## src/rtl/fetch_pkg.sv

```systemverilog
// Shared types and constants for the instruction-fetch front end.
package fetch_pkg;

  localparam int unsigned PC_W        = 16;
  localparam int unsigned INSTR_BYTES = 2;

  // 2-bit saturating branch counter encodings
  localparam logic [1:0] CTR_SNT = 2'b00;
  localparam logic [1:0] CTR_WNT = 2'b01;
  localparam logic [1:0] CTR_WT  = 2'b10;
  localparam logic [1:0] CTR_ST  = 2'b11;

  // One BTB line; tag is stored right-aligned in a full PC-width field so the
  // struct does not depend on the entry count.
  typedef struct packed {
    logic            valid;
    logic [PC_W-1:0] tag;
    logic [PC_W-1:0] target;
    logic [1:0]      ctr;
  } btb_entry_t;

  // Saturating counter increment
  function automatic logic [1:0] ctr_inc(input logic [1:0] c);
    return (c == CTR_ST) ? CTR_ST : 2'(c + 2'd1);
  endfunction

  // Saturating counter decrement
  function automatic logic [1:0] ctr_dec(input logic [1:0] c);
    return (c == CTR_SNT) ? CTR_SNT : 2'(c - 2'd1);
  endfunction

endpackage

```

## src/rtl/branch_target_buffer.sv

```systemverilog
// Direct-mapped BTB with 2-bit counters: one lookup port, one training port.
// Lookup reads the registered array, so a same-cycle write is seen next cycle.
module branch_target_buffer
  import fetch_pkg::*;
#(
  parameter int unsigned ENTRIES = 8
) (
  input  logic            clk,
  input  logic            rst_n,
  input  logic [PC_W-1:0] lookup_pc,
  output logic            pred_taken_c,
  output logic [PC_W-1:0] pred_target_c,
  input  logic            wr_en,
  input  logic [PC_W-1:0] wr_pc,
  input  logic            wr_taken,
  input  logic [PC_W-1:0] wr_target
);

  localparam int unsigned IDX_W = $clog2(ENTRIES);

  btb_entry_t btb_q [ENTRIES];
  btb_entry_t btb_d [ENTRIES];

  logic [IDX_W-1:0] rd_idx;
  logic [PC_W-1:0]  rd_tag;
  btb_entry_t       rd_entry;
  logic [IDX_W-1:0] wr_idx;
  logic [PC_W-1:0]  wr_tag;
  btb_entry_t       wr_entry;
  logic             wr_hit;

  // Lookup against the current PC; target forced to zero when not predicting taken
  always_comb begin
    rd_idx        = lookup_pc[IDX_W:1];
    rd_tag        = lookup_pc >> (IDX_W + 1);
    rd_entry      = btb_q[rd_idx];
    pred_taken_c  = rd_entry.valid && (rd_entry.tag == rd_tag) && rd_entry.ctr[1];
    pred_target_c = pred_taken_c ? rd_entry.target : '0;
  end

  // Training: update counter/target on hit, allocate on taken miss
  always_comb begin
    btb_d    = btb_q;
    wr_idx   = wr_pc[IDX_W:1];
    wr_tag   = wr_pc >> (IDX_W + 1);
    wr_entry = btb_q[wr_idx];
    wr_hit   = wr_entry.valid && (wr_entry.tag == wr_tag);
    if (wr_en) begin
      if (wr_hit) begin
        if (wr_taken) begin
          wr_entry.ctr    = ctr_inc(wr_entry.ctr);
          wr_entry.target = wr_target;
        end else begin
          wr_entry.ctr    = ctr_dec(wr_entry.ctr);
        end
        btb_d[wr_idx] = wr_entry;
      end else if (wr_taken) begin
        wr_entry.valid  = 1'b1;
        wr_entry.tag    = wr_tag;
        wr_entry.target = wr_target;
        wr_entry.ctr    = CTR_WT;
        btb_d[wr_idx]   = wr_entry;
      end
    end
  end

  // BTB storage; reset invalidates every line and drops any pending write
  always_ff @(posedge clk) begin
    if (!rst_n) begin
      for (int i = 0; i < int'(ENTRIES); i++) begin
        btb_q[i] <= '0;
      end
    end else begin
      btb_q <= btb_d;
    end
  end

endmodule

```

## src/rtl/fetch_unit.sv

```systemverilog
// Instruction-fetch front end: PC register, next-PC selection and BTB prediction.
// Optional feature macro: FETCH_BRANCH_PREDICT_EN (BTB present when defined).
module fetch_unit
  import fetch_pkg::*;
#(
  parameter logic [15:0] RESET_PC    = 16'h0000,
  parameter int unsigned BTB_ENTRIES = 8
) (
  input  logic        clk,
  input  logic        rst_n,
  input  logic        PC_stall,
  input  logic        update_PC,
  input  logic [15:0] branch_PC,
  input  logic        ID_btb_wen,
  input  logic [15:0] ID_PC,
  input  logic        ID_taken,
  input  logic [15:0] ID_target,
  output logic [15:0] PC_curr,
  output logic [15:0] PC_next,
  output logic        pred_taken,
  output logic [15:0] pred_target
);

  logic [PC_W-1:0] pc_q;
  logic [PC_W-1:0] pc_d;

  assign PC_curr = pc_q;
  assign PC_next = pc_q + PC_W'(INSTR_BYTES);

`ifdef FETCH_BRANCH_PREDICT_EN
  branch_target_buffer #(
    .ENTRIES (BTB_ENTRIES)
  ) u_btb (
    .clk           (clk),
    .rst_n         (rst_n),
    .lookup_pc     (pc_q),
    .pred_taken_c  (pred_taken),
    .pred_target_c (pred_target),
    .wr_en         (ID_btb_wen),
    .wr_pc         (ID_PC),
    .wr_taken      (ID_taken),
    .wr_target     (ID_target)
  );
`else
  logic unused_btb_inputs;
  assign unused_btb_inputs = ^{ID_btb_wen, ID_PC, ID_taken, ID_target};
  assign pred_taken  = 1'b0;
  assign pred_target = '0;
`endif

  // Next-PC priority: redirect, then stall, then prediction, then sequential
  always_comb begin
    pc_d = PC_next;
    if (update_PC) begin
      pc_d = branch_PC;
    end else if (PC_stall) begin
      pc_d = pc_q;
    end else if (pred_taken) begin
      pc_d = pred_target;
    end
  end

  // PC register with synchronous reset
  always_ff @(posedge clk) begin
    if (!rst_n) begin
      pc_q <= RESET_PC;
    end else begin
      pc_q <= pc_d;
    end
  end

endmodule
```

## config.mk

```make
export PLATFORM = sky130hd
export DESIGN_NAME = fetch_unit
export DESIGN_NICKNAME = d
export VERILOG_FILES = /design/src/rtl/fetch_pkg.sv /design/src/rtl/branch_target_buffer.sv /design/src/rtl/fetch_unit.sv
export SDC_FILE = /design/constraint.sdc
export NUM_CORES = 1
export LEC_CHECK = 0
export CAP_MARGIN = 20
export CORE_MARGIN = 8
export CORE_UTILIZATION = 35
export DETAILED_ROUTE_END_ITERATION = 7
export PLACE_DENSITY_LB_ADDON = 0.12
export SETUP_SLACK_MARGIN = 0.15
export SYNTH_ARGS = -nofsm -noshare
export SYNTH_HDL_FRONTEND = slang
export SYNTH_SLANG_ARGS = --single-unit
```

## constraint.sdc

```tcl
create_clock -name clk -period 4.55 [get_ports clk]
set_input_delay 1.365 -clock clk [delete_from_list [all_inputs] [get_ports clk]]
set_output_delay 1.365 -clock clk [all_outputs]
set_load 0.02 [all_outputs]
```

# Yosys cells after proc, flatten, opt, wreduce, memory -nomap -nowiden
# Cells that the tools add are included.
# op_classes
n_addsub	1
multipliers	0
div	0
order_cmp	0
eq_ne	1
shift	0
muxes	2
n_bitwise	0
n_reduce_logical	0
# op_table
op	n
two-way mux 16 bit	2
adder 16 x 2 -> 16 bit (second input constant)	1
inequality test 2 x 1 -> 1 bit (second input constant)	1
# word_totals
reg_bits	16
latchBits	0
ramBits	0
romBits	0
inputBits	54
wordCells	5
n_memories	0

# Longest topological paths before layout
# logic_depth
depth_word	3
mapped_depth	6
mapped_depth_nobuf	5

# Least setup slack after synthesis
# Ideal clock, no wire load.
# synth_timing
kind	reg-to-output
start	register pc_q[1], in the netlist PC_curr[1]
end	output PC_next[13]
arrival_ps	1723
t_required_ps	3185
path_slack_ps	1462
stages_incl_launch_ff	6
path_cell_list	dfxtp_1 -> ha_1 -> nand3_2 -> buf_6 -> nor4_1 -> xor2_1
# synth_via
elab_chain_len	1
# synth_lines
element	line_no	text
start, declared	fetch_unit.sv:24	logic [PC_W-1:0] pc_q;
start signal, assigned	fetch_unit.sv:68	pc_q <= pc_d;
adder 16 x 2 -> 16 bit	fetch_unit.sv:28	assign PC_next = pc_q + PC_W'(INSTR_BYTES);
end, declared	fetch_unit.sv:19	output logic [15:0] PC_next,
# No other way between the ends.

# Worst setup path after layout
# Ends and elaborated chain as after synthesis.

==> impl_metrics.toml <==
[power]
clock_power_share_pct = 24.2
p_seq_share_pct = 42.1
internal_power_mw = 0.265
pwr-share-comb_pct = 33.7
switching_pwr_mw = 0.138
ir_drop_uv = 87.2
power_density_nw_per_um2 = 232
p_leak_nw = 0.649
net_switching_share_of_the_total_power_pct = 34.2

[final_layout]
nets = 250
multi_input_comb_area_um2 = 779
n_antenna_cell = 0
register_area_um2 = 320
largest_reg_flops = 16
fillers = 338
drive_gt1_share_pct = 8.25
finish.cell_count_without_fillers = 240
layout-area-overhead-vs-synth_pct = 41.3

[timing]
final.setup.tns_ns = 0
min_period_ns = 3.93
timing.clock.skew_ns = 0.00206
drv_slew = 0
achievable-frequency_mhz = 254
maxSlewHeadroom_pct = 65.9
timing_hold_violations_final = 0
final.period_utilization_pct = 86.4
unrepaired_setup_endpoints_after_global_routing = "false"
timing_worst_slew_pin_value_ns = 0.510
setup_viol = 0

[min_path]
whs_path_depth = 2
hold_class = "reg2reg"

[synth]
ys_ff_latch = 16
synthArstFlopShare_pct = 0
post_synth_num_cell_types = 36
synth.yosys.warnings = 0
synth_area_um2 = 1220
synthesis.instances = 146
synthMostInstantiatedCell = "sky130_fd_sc_hd__buf_4"
yosys-top-cells-count = "sky130_fd_sc_hd__buf_4 (18), sky130_fd_sc_hd__xnor2_1 (17), sky130_fd_sc_hd__dfxtp_1 (16)"
yosysTopAreaCell = "sky130_fd_sc_hd__dfxtp_1"
synth_area_leaders = "sky130_fd_sc_hd__dfxtp_1 (26%), sky130_fd_sc_hd__xnor2_1 (12%), sky130_fd_sc_hd__buf_4 (11%)"
synth-seq-area-share_pct = 26.1
synth_enable_flop_cells = 0
ys.flop_type = "sky130_fd_sc_hd__dfxtp_1"
synth_top_area_share_pct = 26.1
synthesis.area_per_instance_um2 = 8.39

[placement]
detailed_placement_wirelength_estimate_um = 2640
gp_congestion = 0.798
io_buffer_count = 51
dpl.cell_count = 236

[route]
drt_pre_antenna_iters = 4
wl_um = 3360
remaining_drc_errors = 0
via_per_inst = 4.60
drt_iter0_markers = 65
ant_nets = 0
wire_per_inst_um = 14.0
vias = 1103

[floorplan]
die_area_um2 = 5650
die_width_um = 75.2
boundaryPins = 103
dieHeight_um = 75.2
initial_cell_density_of_the_core_pct = 36.4
std_cell_rows = 21
core_area_um2 = 3360

[critical_path]
timing.setup.critical_path_class = "reg2out"
worst_setup_start_kind = "flip-flop"
timing.critical_path.fanout_max = 12
cp.arrival_ns = 2.57
ff2ff_path_depth = 5
cp-end-kind = "output pin"
timing.critical_path.required_ns = 3.18

[cts]
tritoncts.num_buffers = 3
clock-sinks = 16
ctsHtreeMaxLevel = 1
hold_buffers = 0
cts_post_setup_buffers_inserted = 0
tritoncts = "yes"
clock_path_buffers = 2
insertion_delay_ns = 0.29
clk_pin_slew_ns = 0.10
clock-root-buffer = "sky130_fd_sc_hd__clkbuf_4"
post_cts_resized = 0

[global_route]
grt_pass1_wl_um = 5150
grt_use_total_pct = 11.7
grt_antenna_before_repair = 0
grt_pass1_vias = 1051
grt_max_degree = 19
grt_overflow_total = 0

[flow_run]
cap_violations = 0

[outcome]
status = "completed"
[worst max-delay path, cell delays in order (launching register included)]
cell	delay [ns]
sky130_fd_sc_hd__dfxtp_1	0.48
sky130_fd_sc_hd__ha_1	0.26
sky130_fd_sc_hd__nand3_2	0.29
sky130_fd_sc_hd__nor4_1	0.39
sky130_fd_sc_hd__xor2_1	0.21
sky130_fd_sc_hd__clkdlybuf4s50_1	0.63
[kinds of logic (layout without fill, tap and decap cells)]
group                    count (synthesis)  count (layout)  synth area share [%]
other                                    1              17                 0.306
adder cells (fa/ha/maj)                  1               1                  1.02
AND/OR/NAND/NOR                         43              43                  24.5
buffers and inverters                   29              61                  15.1
multiplexers                             2               2                  1.63
flip-flops                              16              16                  26.1
XOR/XNOR                                24              24                  17.2
AO/OA/AOI/OAI                           30              30                  14.1
[final timing paths]
kind	start	endpoint	slack, ns
worst max register to register	PC_curr[1]	PC_curr[15]	2.82
worst max-delay path	PC_curr[1]	PC_next[13]	0.62
worst min-delay path	PC_curr[0]	PC_curr[0]	0.55
worst min register to register	PC_curr[0]	PC_curr[0]	0.55
[placed cells by master (no fill, tap or decap)]
cell,n
sky130_fd_sc_hd__o311ai_1,1
sky130_fd_sc_hd__nand4_2,1
sky130_fd_sc_hd__nor2b_1,2
sky130_fd_sc_hd__a21boi_1,1
sky130_fd_sc_hd__nor3_1,5
sky130_fd_sc_hd__nand4_4,1
sky130_fd_sc_hd__ha_1,1
sky130_fd_sc_hd__or2_1,1
sky130_fd_sc_hd__a21oi_1,9
sky130_fd_sc_hd__nand3_2,1
sky130_fd_sc_hd__nor3_2,4
sky130_fd_sc_hd__mux2i_1,2
sky130_fd_sc_hd__dfxtp_1,16
sky130_fd_sc_hd__o21ai_0,14
sky130_fd_sc_hd__a31oi_1,2
sky130_fd_sc_hd__nor4_1,1
sky130_fd_sc_hd__a221oi_1,1
sky130_fd_sc_hd__nor2_1,5
sky130_fd_sc_hd__clkbuf_4,3
sky130_fd_sc_hd__and3_1,2
sky130_fd_sc_hd__inv_1,4
sky130_fd_sc_hd__nand4b_4,1
sky130_fd_sc_hd__nor4_2,3
sky130_fd_sc_hd__nand3_1,5
sky130_fd_sc_hd__xor2_1,7
sky130_fd_sc_hd__clkbuf_8,1
sky130_fd_sc_hd__xnor2_1,17
sky130_fd_sc_hd__nand2_1,8
sky130_fd_sc_hd__or3_1,2
sky130_fd_sc_hd__and2_1,1
sky130_fd_sc_hd__clkdlybuf4s50_1,51
sky130_fd_sc_hd__o211a_1,2
sky130_fd_sc_hd__buf_4,1
sky130_fd_sc_hd__conb_1,17
sky130_fd_sc_hd__clkinv_1,1
[metal layers]
layer / GRT usage, % / vias to the layer above / part of all wire [%]
li1: - / 564 / -
met1: 13.7 / 497 / 44
met2: 19.3 / 40 / 46
met3: 4.39 / 2 / 9.2
met4: 3.20 / 0 / 0.57
met5: 0 / - / 0
[power by group through the flow]
stage	clock network, mW	registers, mW	logic (mW)
finish	0.0972	0.169	0.136
global route	0.107	0.172	0.146
CTS	0.100	0.170	0.137
detailed placement	0	0.173	0.136
global placement	0	0.172	0.136
floorplan	0	0.180	0.0737
[metrics by stage]
step | instance area (µm²) | total power [mW] | hold slack (ns) | utilization, % | setup WS [ns]
after floorplan | 1280 | 0.254 | 0.601 | - | 1.46
after global placement | 1690 | 0.308 | 0.520 | 50.4 | 0.942
after detailed placement | 1690 | 0.309 | 0.536 | 50.4 | 0.883
after CTS | 1730 | 0.407 | 0.552 | 51.5 | 0.576
after global routing | 1730 | 0.425 | 0.562 | 51.5 | 0.487
final | 1730 | 0.402 | 0.552 | 51.5 | 0.620
[final cells by class]
class                   count  area share [%]
inverters                   5            1.08
flip-flops and latches     16            18.5
repair buffers             52            29.9
well taps                  46            3.33
multi-input cells         117            45.0
clock buffers               4            2.10
Power figures use the tool's default switching activity.
